[src/rtl/piano_pkg.sv]
// piano_pkg: shared types and constants for the piano sequencer.
// Mode state encoding, note-code width helper and the C4..C5 half-period
// table (in 100 MHz clocks) used by the tone divider.
package piano_pkg;

    typedef enum logic [1:0] {
        ST_LIVE   = 2'd0,
        ST_RECORD = 2'd1,
        ST_PLAY   = 2'd2
    } state_e;

    // Width of a half-period count; the largest table entry is 191110.
    localparam int unsigned HP_W = 18;

    // Number of tones held in the table (C4 at index 0 up to C5 at index 7).
    localparam int unsigned NUM_TONES = 8;

    // Half-period lookup; indices past the table reuse the highest tone.
    function automatic logic [HP_W-1:0] half_period(input int unsigned idx);
        case (idx)
            0:       return HP_W'(191110);
            1:       return HP_W'(170265);
            2:       return HP_W'(151685);
            3:       return HP_W'(143172);
            4:       return HP_W'(127551);
            5:       return HP_W'(113636);
            6:       return HP_W'(101239);
            default: return HP_W'(95557);
        endcase
    endfunction

    // Note code holds 0 (rest) plus one code per key.
    function automatic int unsigned note_w(input int unsigned keys);
        return $clog2(keys + 1);
    endfunction

endpackage

[src/rtl/tone_div.sv]
// tone_div: square-wave generator with a programmable half-period.
// FREQ toggles every i_half_period clocks; a restart strobe or a low enable
// clears both the counter and the output.
module tone_div
    import piano_pkg::*;
#(
    parameter int unsigned W = HP_W
)(
    input  logic         i_clk,
    input  logic         i_rst_n,
    input  logic [W-1:0] i_half_period,
    input  logic         i_restart,
    input  logic         i_enable,
    output logic         o_freq
);

    localparam logic [W-1:0] ONE = W'(1);

    logic [W-1:0] r_cnt;
    logic         r_freq;

    // Half-period counter and output toggle; >= keeps a shrinking period safe.
    always_ff @(posedge i_clk or negedge i_rst_n) begin
        if (!i_rst_n) begin
            r_cnt  <= '0;
            r_freq <= 1'b0;
        end else if (i_restart || !i_enable) begin
            r_cnt  <= '0;
            r_freq <= 1'b0;
        end else if (r_cnt >= (i_half_period - ONE)) begin
            r_cnt  <= '0;
            r_freq <= ~r_freq;
        end else begin
            r_cnt <= r_cnt + ONE;
        end
    end

    assign o_freq = r_freq;

endmodule

[src/rtl/piano_seq.sv]
// piano_seq: key-switch tone generator with LIVE / RECORD / PLAY modes.
// Keys are priority-encoded (highest index wins), sampled once per tempo
// tick into a DEPTH-entry buffer while recording, and looped back in PLAY.
// Optional macro PIANO_OCTAVE_EN adds the OCT_UP input (one octave up).
module piano_seq
    import piano_pkg::*;
#(
    parameter int unsigned NUM_KEYS    = 8,
    parameter int unsigned DEPTH       = 16,
    parameter int unsigned TICK_CYCLES = 25000000,
    parameter int unsigned DIV_SHIFT   = 0
)(
    input  logic                             CLK,
    input  logic                             RESET,
    input  logic                             MODE,
    input  logic [NUM_KEYS-1:0]              sw,
`ifdef PIANO_OCTAVE_EN
    input  logic                             OCT_UP,
`endif
    output logic                             FREQ,
    output logic [NUM_KEYS-1:0]              Led,
    output logic [$clog2(NUM_KEYS+1)-1:0]    NOTE,
    output logic [1:0]                       STATE,
    output logic                             FULL
);

    localparam int unsigned NW = note_w(NUM_KEYS);
    localparam int unsigned AW = (DEPTH > 1) ? $clog2(DEPTH) : 1;
    localparam int unsigned LW = AW + 1;
    localparam int unsigned TW = (TICK_CYCLES > 1) ? $clog2(TICK_CYCLES) : 1;

    localparam logic [TW-1:0]   TICK_LAST = TW'(TICK_CYCLES - 1);
    localparam logic [LW-1:0]   DEPTH_L   = LW'(DEPTH);
    localparam logic [HP_W-1:0] HP_ONE    = HP_W'(1);

    // Input synchronisers
    logic [NUM_KEYS-1:0] r_sw_s1, r_sw_s2;
    logic                r_mode_s1, r_mode_s2, r_mode_s3;
    logic                w_mode_rise;

    // Mode FSM
    state_e r_state, w_state_nxt;
    logic   w_enter_rec, w_enter_play;

    // Tempo tick and buffer bookkeeping
    logic [TW-1:0] r_tick;
    logic          w_tick;
    logic          w_rec_wr;
    logic [AW-1:0] r_wr_ptr, r_rd_ptr, w_rd_ptr_nxt;
    logic [LW-1:0] r_len;
    logic          r_full;

    logic [NW-1:0] r_mem [DEPTH];
    logic [NW-1:0] r_rd_data;

    // Note path
    logic [NW-1:0]   w_live_code, w_note, r_note_d;
    logic [HP_W-1:0] w_hp;
    logic            w_restart;

    // Two-flop synchronisers plus one extra MODE stage for edge detection
    always_ff @(posedge CLK or negedge RESET) begin
        if (!RESET) begin
            r_sw_s1   <= '0;
            r_sw_s2   <= '0;
            r_mode_s1 <= 1'b0;
            r_mode_s2 <= 1'b0;
            r_mode_s3 <= 1'b0;
        end else begin
            r_sw_s1   <= sw;
            r_sw_s2   <= r_sw_s1;
            r_mode_s1 <= MODE;
            r_mode_s2 <= r_mode_s1;
            r_mode_s3 <= r_mode_s2;
        end
    end

    assign w_mode_rise  = r_mode_s2 & ~r_mode_s3;
    assign w_enter_rec  = w_mode_rise && (r_state == ST_LIVE);
    assign w_enter_play = w_mode_rise && (r_state == ST_RECORD);

    // Mode state register
    always_ff @(posedge CLK or negedge RESET) begin
        if (!RESET) r_state <= ST_LIVE;
        else        r_state <= w_state_nxt;
    end

    // Mode sequencing: LIVE -> RECORD -> PLAY -> LIVE; stray codes go to LIVE
    always_comb begin
        w_state_nxt = r_state;
        case (r_state)
            ST_LIVE:   if (w_mode_rise) w_state_nxt = ST_RECORD;
            ST_RECORD: if (w_mode_rise) w_state_nxt = ST_PLAY;
            ST_PLAY:   if (w_mode_rise) w_state_nxt = ST_LIVE;
            default:   w_state_nxt = ST_LIVE;
        endcase
    end

    // A mode edge suppresses a coincident tick so the sample is dropped
    assign w_tick = ((r_state == ST_RECORD) || (r_state == ST_PLAY)) &&
                    (r_tick == TICK_LAST) && !w_mode_rise;

    // Tempo counter, restarted on every mode change and idle in LIVE
    always_ff @(posedge CLK or negedge RESET) begin
        if (!RESET) begin
            r_tick <= '0;
        end else if (w_mode_rise ||
                     !((r_state == ST_RECORD) || (r_state == ST_PLAY))) begin
            r_tick <= '0;
        end else if (r_tick == TICK_LAST) begin
            r_tick <= '0;
        end else begin
            r_tick <= r_tick + TW'(1);
        end
    end

    // Highest-index pressed key wins; later iterations override earlier ones
    always_comb begin
        w_live_code = '0;
        for (int unsigned k = 0; k < NUM_KEYS; k++) begin
            if (r_sw_s2[k]) w_live_code = NW'(k + 1);
        end
    end

    assign w_rec_wr = w_tick && (r_state == ST_RECORD) && (r_len != DEPTH_L);

    // Record pointer, length and full flag
    always_ff @(posedge CLK or negedge RESET) begin
        if (!RESET) begin
            r_wr_ptr <= '0;
            r_len    <= '0;
            r_full   <= 1'b0;
        end else if (w_enter_rec) begin
            r_wr_ptr <= '0;
            r_len    <= '0;
            r_full   <= 1'b0;
        end else if (w_rec_wr) begin
            r_wr_ptr <= r_wr_ptr + AW'(1);
            r_len    <= r_len + LW'(1);
            r_full   <= ((r_len + LW'(1)) == DEPTH_L);
        end
    end

    // Next playback pointer, wrapping after the last recorded entry
    always_comb begin
        w_rd_ptr_nxt = r_rd_ptr;
        if (w_enter_play) begin
            w_rd_ptr_nxt = '0;
        end else if (w_tick && (r_state == ST_PLAY)) begin
            if ((LW'(r_rd_ptr) + LW'(1)) >= r_len) w_rd_ptr_nxt = '0;
            else                                   w_rd_ptr_nxt = r_rd_ptr + AW'(1);
        end
    end

    // Playback pointer register
    always_ff @(posedge CLK or negedge RESET) begin
        if (!RESET) r_rd_ptr <= '0;
        else        r_rd_ptr <= w_rd_ptr_nxt;
    end

    // Buffer write and registered read; reading at the next pointer keeps
    // r_rd_data aligned with r_rd_ptr without an extra cycle of lag
    always_ff @(posedge CLK) begin
        if (w_rec_wr) r_mem[r_wr_ptr] <= w_live_code;
        r_rd_data <= r_mem[w_rd_ptr_nxt];
    end

    // Sounding note selection per mode
    always_comb begin
        w_note = '0;
        case (r_state)
            ST_LIVE, ST_RECORD: w_note = w_live_code;
            ST_PLAY:            w_note = (r_len == '0) ? '0 : r_rd_data;
            default:            w_note = '0;
        endcase
    end

`ifdef PIANO_OCTAVE_EN
    logic r_oct_s1, r_oct_s2, r_oct_d;

    // OCT_UP synchroniser and change detector
    always_ff @(posedge CLK or negedge RESET) begin
        if (!RESET) begin
            r_oct_s1 <= 1'b0;
            r_oct_s2 <= 1'b0;
            r_oct_d  <= 1'b0;
        end else begin
            r_oct_s1 <= OCT_UP;
            r_oct_s2 <= r_oct_s1;
            r_oct_d  <= r_oct_s2;
        end
    end

    assign w_restart = (w_note != r_note_d) || (r_oct_s2 != r_oct_d);
`else
    assign w_restart = (w_note != r_note_d);
`endif

    // Half-period for the sounding key: key NUM_KEYS-1 maps to table index 0
    always_comb begin
        w_hp = half_period(NUM_KEYS - 32'(w_note)) >> DIV_SHIFT;
`ifdef PIANO_OCTAVE_EN
        if (r_oct_s2) w_hp = w_hp >> 1;
`endif
        if (w_hp == '0) w_hp = HP_ONE;
    end

    // Previous note, used to restart the divider on any change
    always_ff @(posedge CLK or negedge RESET) begin
        if (!RESET) r_note_d <= '0;
        else        r_note_d <= w_note;
    end

    tone_div #(
        .W (HP_W)
    ) u_tone_div (
        .i_clk         (CLK),
        .i_rst_n       (RESET),
        .i_half_period (w_hp),
        .i_restart     (w_restart),
        .i_enable      (w_note != '0),
        .o_freq        (FREQ)
    );

    // One-hot LED of the sounding key
    always_comb begin
        Led = '0;
        for (int unsigned k = 0; k < NUM_KEYS; k++) begin
            Led[k] = (w_note == NW'(k + 1));
        end
    end

    assign NOTE  = w_note;
    assign STATE = r_state;
    assign FULL  = r_full;

endmodule

[config.mk]
export PLATFORM = sky130hd
export DESIGN_NAME = piano_seq
export DESIGN_NICKNAME = d
export VERILOG_FILES = /design/src/rtl/piano_pkg.sv /design/src/rtl/tone_div.sv /design/src/rtl/piano_seq.sv
export SDC_FILE = /design/constraint.sdc
export NUM_CORES = 1
export LEC_CHECK = 0
export CAP_MARGIN = 20
export CORE_MARGIN = 1
export CORE_UTILIZATION = 60
export DETAILED_ROUTE_END_ITERATION = 10
export GPL_TIMING_DRIVEN = 1
export HOLD_SLACK_MARGIN = 0.06
export PLACE_DENSITY_LB_ADDON = 0.3
export REMOVE_ABC_BUFFERS = 1
export SETUP_SLACK_MARGIN = 0.5
export SLEW_MARGIN = 30
export SYNTH_ARGS = -nofsm -noshare
export SYNTH_HDL_FRONTEND = slang
export SYNTH_SLANG_ARGS = --single-unit
[constraint.sdc]
create_clock -name CLK -period 6.4 [get_ports CLK]
set_input_delay 0.64 -clock CLK [delete_from_list [all_inputs] [get_ports CLK]]
set_output_delay 0.64 -clock CLK [all_outputs]
set_load 0.05 [all_outputs]
# Yosys cells after proc, flatten, opt, wreduce, memory -nomap -nowiden
# Memories as Yosys holds them, arrays and structs flattened. A register that Yosys moved wholly into a read port is not among the register bits.
# Cells that the tools add are included.
totals:
  output_inout_bits: 16
  n_memories: 1
  mem_bits_rw: 64
  reg_bits: 83
  word_cells: 106
  input_bits: 11
classes:
  n_addsub: 8
  n_reduce_logical: 22
  magnitude_cmp: 2
  muxes: 33
  n_eq_ne: 23
  bitwise_logic: 3
mem_list:
  columns: ["memory", "depth", "width", "read_ports", "rd_ports_with_merged_regs", "write_ports", "line_no", "text"]
  rows:
  - ["r_mem", 16, 4, 1, 1, 1, "piano_seq.sv:53", "logic [NW-1:0] r_mem [DEPTH];"]
ops:
  columns: ["op", "count"]
  rows:
  - ["case mux 18 bit (7 select lines)", 1]
  - ["equality test 32 x 3 -> 1 bit (second input constant)", 3]
  - ["equality test 32 x 2 -> 1 bit (second input constant)", 2]
  - ["two-way mux 18 bit", 3]
  - ["two-way mux 4 bit", 13]
  - ["two-way mux 25 bit", 2]
  - ["equality test 32 x 1 -> 1 bit (second input constant)", 1]
  - ["logical NOT 32 bit", 1]
  - ["adder 25 x 1 -> 25 bit (second input constant)", 1]
  - ["equality test 25 bit (second input constant)", 1]
  - ["adder 18 x 1 -> 18 bit (second input constant)", 1]
  - ["greater-or-equal comparator 18 bit", 1]
  - ["logical NOT 18 bit", 1]
  - ["subtractor 18 x 1 -> 18 bit (second input constant)", 1]
  - ["equality test 4 x 3 -> 1 bit (second input constant)", 4]
  - ["two-way mux 5 bit", 2]
  - ["adder 4 x 1 -> 4 bit (second input constant)", 2]
  - ["equality test 4 x 2 -> 1 bit (second input constant)", 2]
  - ["case mux 4 bit (2 select lines)", 1]
  - ["logical AND 1 bit", 7]
  - ["two-way mux 1 bit", 7]
  - ["two-way mux 2 bit", 3]
  - ["!= test 2 bit (second input constant)", 3]
  - ["case mux 2 bit (3 select lines)", 1]
  - ["21 further kinds", 27]

# Longest topological paths before layout
logic_depth:
  ltp_word: 18
  depth_mapped: 23
  mapped_depth_nobuf: 20

# By module
# Synthesis repeated with hierarchy kept, for this count alone.
hier_totals:
  cells_unflattened: 784
  hier_area_um2: 8012.7
by_module_without_submodules:
  columns: ["module", "cells_per_inst", "n_inst", "area_each_um2", "seq_area_each_um2"]
  rows:
  - ["piano_seq", 615, 1, 6456.2, 3603.5]
  - ["tone_div", 169, 1, 1556.5, 475.5]

# Worst setup path after synthesis
# No wires, ideal clock.
synth_timing:
  path_type: "register to register"
  start: "register r_sw_s2[7]"
  end: "register u_tone_div.r_cnt[10]"
  path_slack_ns: 0.126
  stages_incl_launch_ff: 19
  required_time_ns: 6.329
  synth_period_minus_slack_ns: 6.274
  t_arrival_ns: 6.203
  setup_time_ns: 0.071
  path_buffers: 2
  path_cell_list: "dfrtp_1 a21oi_1 a22oi_2 nor2_1 nand2_1 nor3_1 nor3_1 nor3_1 ha_1 ha_1 a21o_1 a21oi_1 o21ai_0 nand3_1 a32oi_1 or4_1 buf_2 buf_6 nor2_1"
synth_via:
  elab_chain_len: 11
  elab_cells_between_ends: 21
  classes_between: "add/sub: 2; order compare: 1; eq/ne: 7; mux: 6; reduce/logical: 5"
synth_lines:
  columns: ["element", "line_no", "text"]
  rows:
  - ["from (decl)", "piano_seq.sv:37", "logic [NUM_KEYS-1:0] r_sw_s1, r_sw_s2;"]
  - ["from (signal assigned)", "piano_seq.sv:71", "r_sw_s2 <= r_sw_s1;"]
  - ["two-way mux 4 bit (*)", "piano_seq.sv:121", "if (r_sw_s2[k]) w_live_code = NW'(k + 1);"]
  - ["via w_live_code[2]", "piano_seq.sv:57", "logic [NW-1:0] w_live_code, w_note, r_note_d;"]
  - ["case mux 4 bit (2 select lines) (*)", "piano_seq.sv:171", "case (r_state)"]
  - ["via NOTE[2]", "piano_seq.sv:22", "output logic [$clog2(NUM_KEYS+1)-1:0] NOTE,"]
  - ["subtractor 4 x 4 -> 5 bit", "piano_seq.sv:201", "w_hp = half_period(NUM_KEYS - 32'(w_note)) >> DIV_SHIFT;"]
  - ["equality test 32 x 3 -> 1 bit, or another cell as far along", "piano_pkg.sv:20", "case (idx)"]
  - ["case mux 18 bit (7 select lines)", "piano_pkg.sv:20", null]
  - ["logical NOT 18 bit", "piano_seq.sv:205", "if (w_hp == '0) w_hp = HP_ONE;"]
  - ["two-way mux 18 bit", "piano_seq.sv:205", null]
  - ["subtractor 18 x 1 -> 18 bit", "tone_div.sv:30", "end else if (r_cnt >= (i_half_period - ONE)) begin"]
  - ["greater-or-equal comparator 18 bit", "tone_div.sv:30", null]
  - ["two-way mux 18 bit", "tone_div.sv:30", null]
  - ["two-way mux 18 bit (*)", "tone_div.sv:27", "end else if (i_restart || !i_enable) begin"]
  - ["to (signal assigned)", "tone_div.sv:34", "r_cnt <= r_cnt + ONE;"]
  - ["to (decl)", "tone_div.sv:19", "logic [W-1:0] r_cnt;"]
# Mark *: on every way through the listed nets, which the timed path passes. The rest lies on a longest branch.
# A chain may end at the register's enable or synchronous reset.

# Worst setup path in the final report
layout_timing:
  start: "register r_len[0]"
  end: "register u_tone_div.r_cnt[1]"
layout_via:
  elab_chain_len: 12
  elab_cells_between_ends: 22
  classes_between: "add/sub: 2; order compare: 1; eq/ne: 7; mux: 6; reduce/logical: 6"
layout_lines:
  columns: ["element", "line_no", "text"]
  rows:
  - ["from (decl)", "piano_seq.sv:50", "logic [LW-1:0] r_len;"]
  - ["from (signal assigned)", "piano_seq.sv:139", "r_len <= r_len + LW'(1);"]
  - ["logical NOT 5 bit (*)", "piano_seq.sv:173", "ST_PLAY: w_note = (r_len == '0) ? '0 : r_rd_data;"]
  - ["two-way mux 4 bit (*)", "piano_seq.sv:173", null]
  - ["case mux 4 bit (2 select lines) (*)", "piano_seq.sv:171", null]
  - ["subtractor 4 x 4 -> 5 bit", "piano_seq.sv:201", null]
  - ["equality test 32 x 3 -> 1 bit, or another cell as far along", "piano_pkg.sv:20", null]
  - ["case mux 18 bit (7 select lines)", "piano_pkg.sv:20", null]
  - ["logical NOT 18 bit", "piano_seq.sv:205", null]
  - ["two-way mux 18 bit", "piano_seq.sv:205", null]
  - ["subtractor 18 x 1 -> 18 bit", "tone_div.sv:30", null]
  - ["greater-or-equal comparator 18 bit", "tone_div.sv:30", null]
  - ["two-way mux 18 bit", "tone_div.sv:30", null]
  - ["two-way mux 18 bit (*)", "tone_div.sv:27", null]
# Mark *: on every way between the ends. The rest lies on a longest branch, timed or not.

==> impl_results.md <==
- Via density: 6.06
- Asr flop ratio synth: 55.0%
- Worst EP required: 6740 ps
- Fillcell total: 834
- Total Power: 2.62 mW
- Die area: 12700 µm²
- Per-cell routed wire length: 17.8 µm
- Hold Fails Final Rpt: 0
- Post-CTS Setup Bufs: 0
- Worst-path clk slew: 60 ps
- Io pins: 27
- Detail Route Antenna Nets: 0
- Most common cell after layout, fill and taps aside: dfrtp_1
- Resized Gates After CTS: 0
- Clock Latency Late Sink: 420 ps
- Actual slew at the worst max-slew pin: 994 ps
- CP Capture Type: flip-flop
- Clock root buffer: clkbuf_16
- Port bufs: 26
- Hold slack: 249 ps
- Final WS setup: 1160 ps
- Layout area overhead: 12.7%
- Die Y: 113 µm
- CTS buffer count: 17
- First-pass GRT wire length: 24800 µm
- Power per cell area: 316 nW/µm²
- Leakage: 3.32 nW
- Post-Syn Area: 7350 µm²
- Metal2 WL: 7480 µm
- Mapped Cells: 661
- Via count: 5162
- Critical Setup Path Class: flip-flop to flip-flop
- GRT Overall Usage: 25.8%
- Max-Slew Margin vs Limit: 33.2%
- Final Cell Area: 8280 µm²
- Initial Util: 61.4%
- TritonCTS clock tree: built
- Global route overflow: 0
- Routed met1 length: 6550 µm
- Final Cycle Share: 81.9%
- Post-synth EDFFs: 64
- Initial antenna violation count: 0
- R2r setup slk: 1160 ps
- Util after Layout: 69.2%
- FF+latch count, synth: 151
- Number of global-route vias before repair: 5061
- Met3 WL: 799 µm
- Yosys synthesis warning count: 0
- Max Buffers Root-to-Sink: 2
- CP arrival: 5580 ps
- Hpwl dp: 10400 µm
- Crit path cell chain: inv_1, ha_1, nand2b_1, o31a_1, a22oi_2, nor2_1, nand2_1, nor3_1, nor3_1, nor3_1, ha_1, ha_1, a21o_1, a21oi_1, o21ai_0, nand3_1, a32oi_1, or4_1, nor2_1
- Hold_buf cts: 0
- Largest net degree at the start of global routing: 84
- Clock Sinks: 151
- Critical Path Source Type: flip-flop
- Placed instance area: 7700 µm²
- # diodes: 0
- Dpl cells: 820
- Post-synth top flop: dfrtp_1
- Final std cells w/o fill: 852
- Area of the core: 12000 µm²
- DR pass1 iterations: 5
- Fin crit period: 5240 ps
- Maximum clock frequency: 0.191 GHz
- Sequential area share after synthesis: 55.5%
- Worst Hold Class: input pin to async pin
- Die extent in x: 113 µm
- Crit-path max FO: 18
- Detailed Route Iter0 Violations: 531
- Slowest-stage cell, CP: or4_1
- Setup TNS: 0 ps
- Layout cells sized above 1: 7.09%
- CP peak stage delay: 760 ps
- MaxCap Viol Count: 0
- Pre-CTS setup slack: 1310 ps
- Synthesized area per cell: 11.1 µm²
- Skew final: 15.1 ps
- Peak supply drop: 0.226 mV
- Yosys cell types: 54
- Final setup fails: 0
- Nets: 742
- Max Used Layer: met4
- Max-slew violations: 0
- Status: finished, final reports clean
- DR DRC count: 0
- DRT Wirelength: 15200 µm
- Core Rows: 40
- RSZ-0062 raised after global routing: false
- Gp weighted congestion: 0.827
- Highest-count cells in the layout ignoring fill and taps: 83 x dfrtp_1, 80 x nor2_1, 67 x nand2_1
- Htree depth: 4
-- worst paths after layout --
check                                     startpoint                             end  cells past startpoint
worst max register to register  r_len[0]$_DFFE_PN0P_   u_tone_div.r_cnt[1]$_DFF_PN0_                     19
max in group asynchronous                      RESET            r_sw_s2[7]$_DFF_PN0_                      1
worst min-delay path                           RESET  u_tone_div.r_cnt[12]$_DFF_PN0_                      1
worst min register to register  r_sw_s1[7]$_DFF_PN0_            r_sw_s2[7]$_DFF_PN0_                      0
min in group CLK                r_sw_s1[7]$_DFF_PN0_            r_sw_s2[7]$_DFF_PN0_                      0
worst max-delay path            r_len[0]$_DFFE_PN0P_   u_tone_div.r_cnt[1]$_DFF_PN0_                     19
-- cells in the mapped netlist (all sizes together) (4+ instances only) --
master  instances  area (µm²)
or3             8        50.1
and4            5        43.8
nor3           15        75.1
o211ai          6        45.0
nand2          67         251
a21oi          21         109
ha             39         488
buf             9        93.8
nand2b          6        37.5
nor2b          10        62.6
dfrtp          83        2080
dfxtp           4        80.1
and3            7        43.8
xor2           30         263
clkbuf          8        30.0
a31oi           5        31.3
nand3          35         175
o21ai          18        90.1
nor4            8        50.1
a22oi           7        67.6
xnor2          18         158
nand4           9        56.3
a21o            8        60.1
edfxtp         64        1920
and2            7        43.8
inv            25         101
o311ai          4        35.0
mux2i          24         240
nor2           81         304
-- critical path: cells and delay by family (launching register included) --
kind | cells | cell delay (ps)
simple gates | 9 | 2820
compound gates | 6 | 1000
fa+ha+maj | 3 | 770
flops | 1 | 450
buf+inv | 1 | 100
-- layer usage --
metal  GRT usage (%)  up-vias
li1                -     2430
met1            33.1     2531
met2            42.4      165
met3            5.99       36
met4            10.7        0
met5               0        -
-- sequential cells by signal, summed over array words and instances (netlist names), 2 cells and up --
signal / flops
u_tone_div.r_cnt: 18
r_rd_ptr: 4
STATE: 2
r_wr_ptr: 4
r_sw_s2: 8
r_sw_s1: 8
r_rd_data: 4
r_tick: 25
r_mem: 64
r_note_d: 4
r_len: 5
-- cell type report --
| class | count | area, µm² | area share [%] |
|---|---|---|---|
| sequential | 151 | 4080 | 49.3 |
| multi-input combinational | 468 | 3060 | 37.0 |
| clock buffer | 18 | 429 | 5.18 |
| timing repair buffer | 29 | 284 | 3.43 |
| tap | 147 | 184 | 2.22 |
| clock inverter | 14 | 141 | 1.71 |
| inverter | 25 | 101 | 1.22 |
-- cell families (layout without fill, tap and decap cells) --
kind of cell             after synthesis  after routing  share of synthesized area, %
adder cells (fa/ha/maj)               39             39                          6.64
multiplexers                          25             25                          3.42
AO/OA/AOI/OAI                         89             89                          8.21
AND/OR/NAND/NOR                      267            267                          17.4
buffers and inverters                 42             86                          3.06
XOR/XNOR                              48             48                          5.72
flip-flops                           151            151                          55.5
-- power breakdown --
group	internal, mW	switching [mW]
Sequential	1.04	0.0258
Combinational	0.190	0.397
Clock	0.545	0.417
Total	1.78	0.840
(Power assumes the default switching activity.)
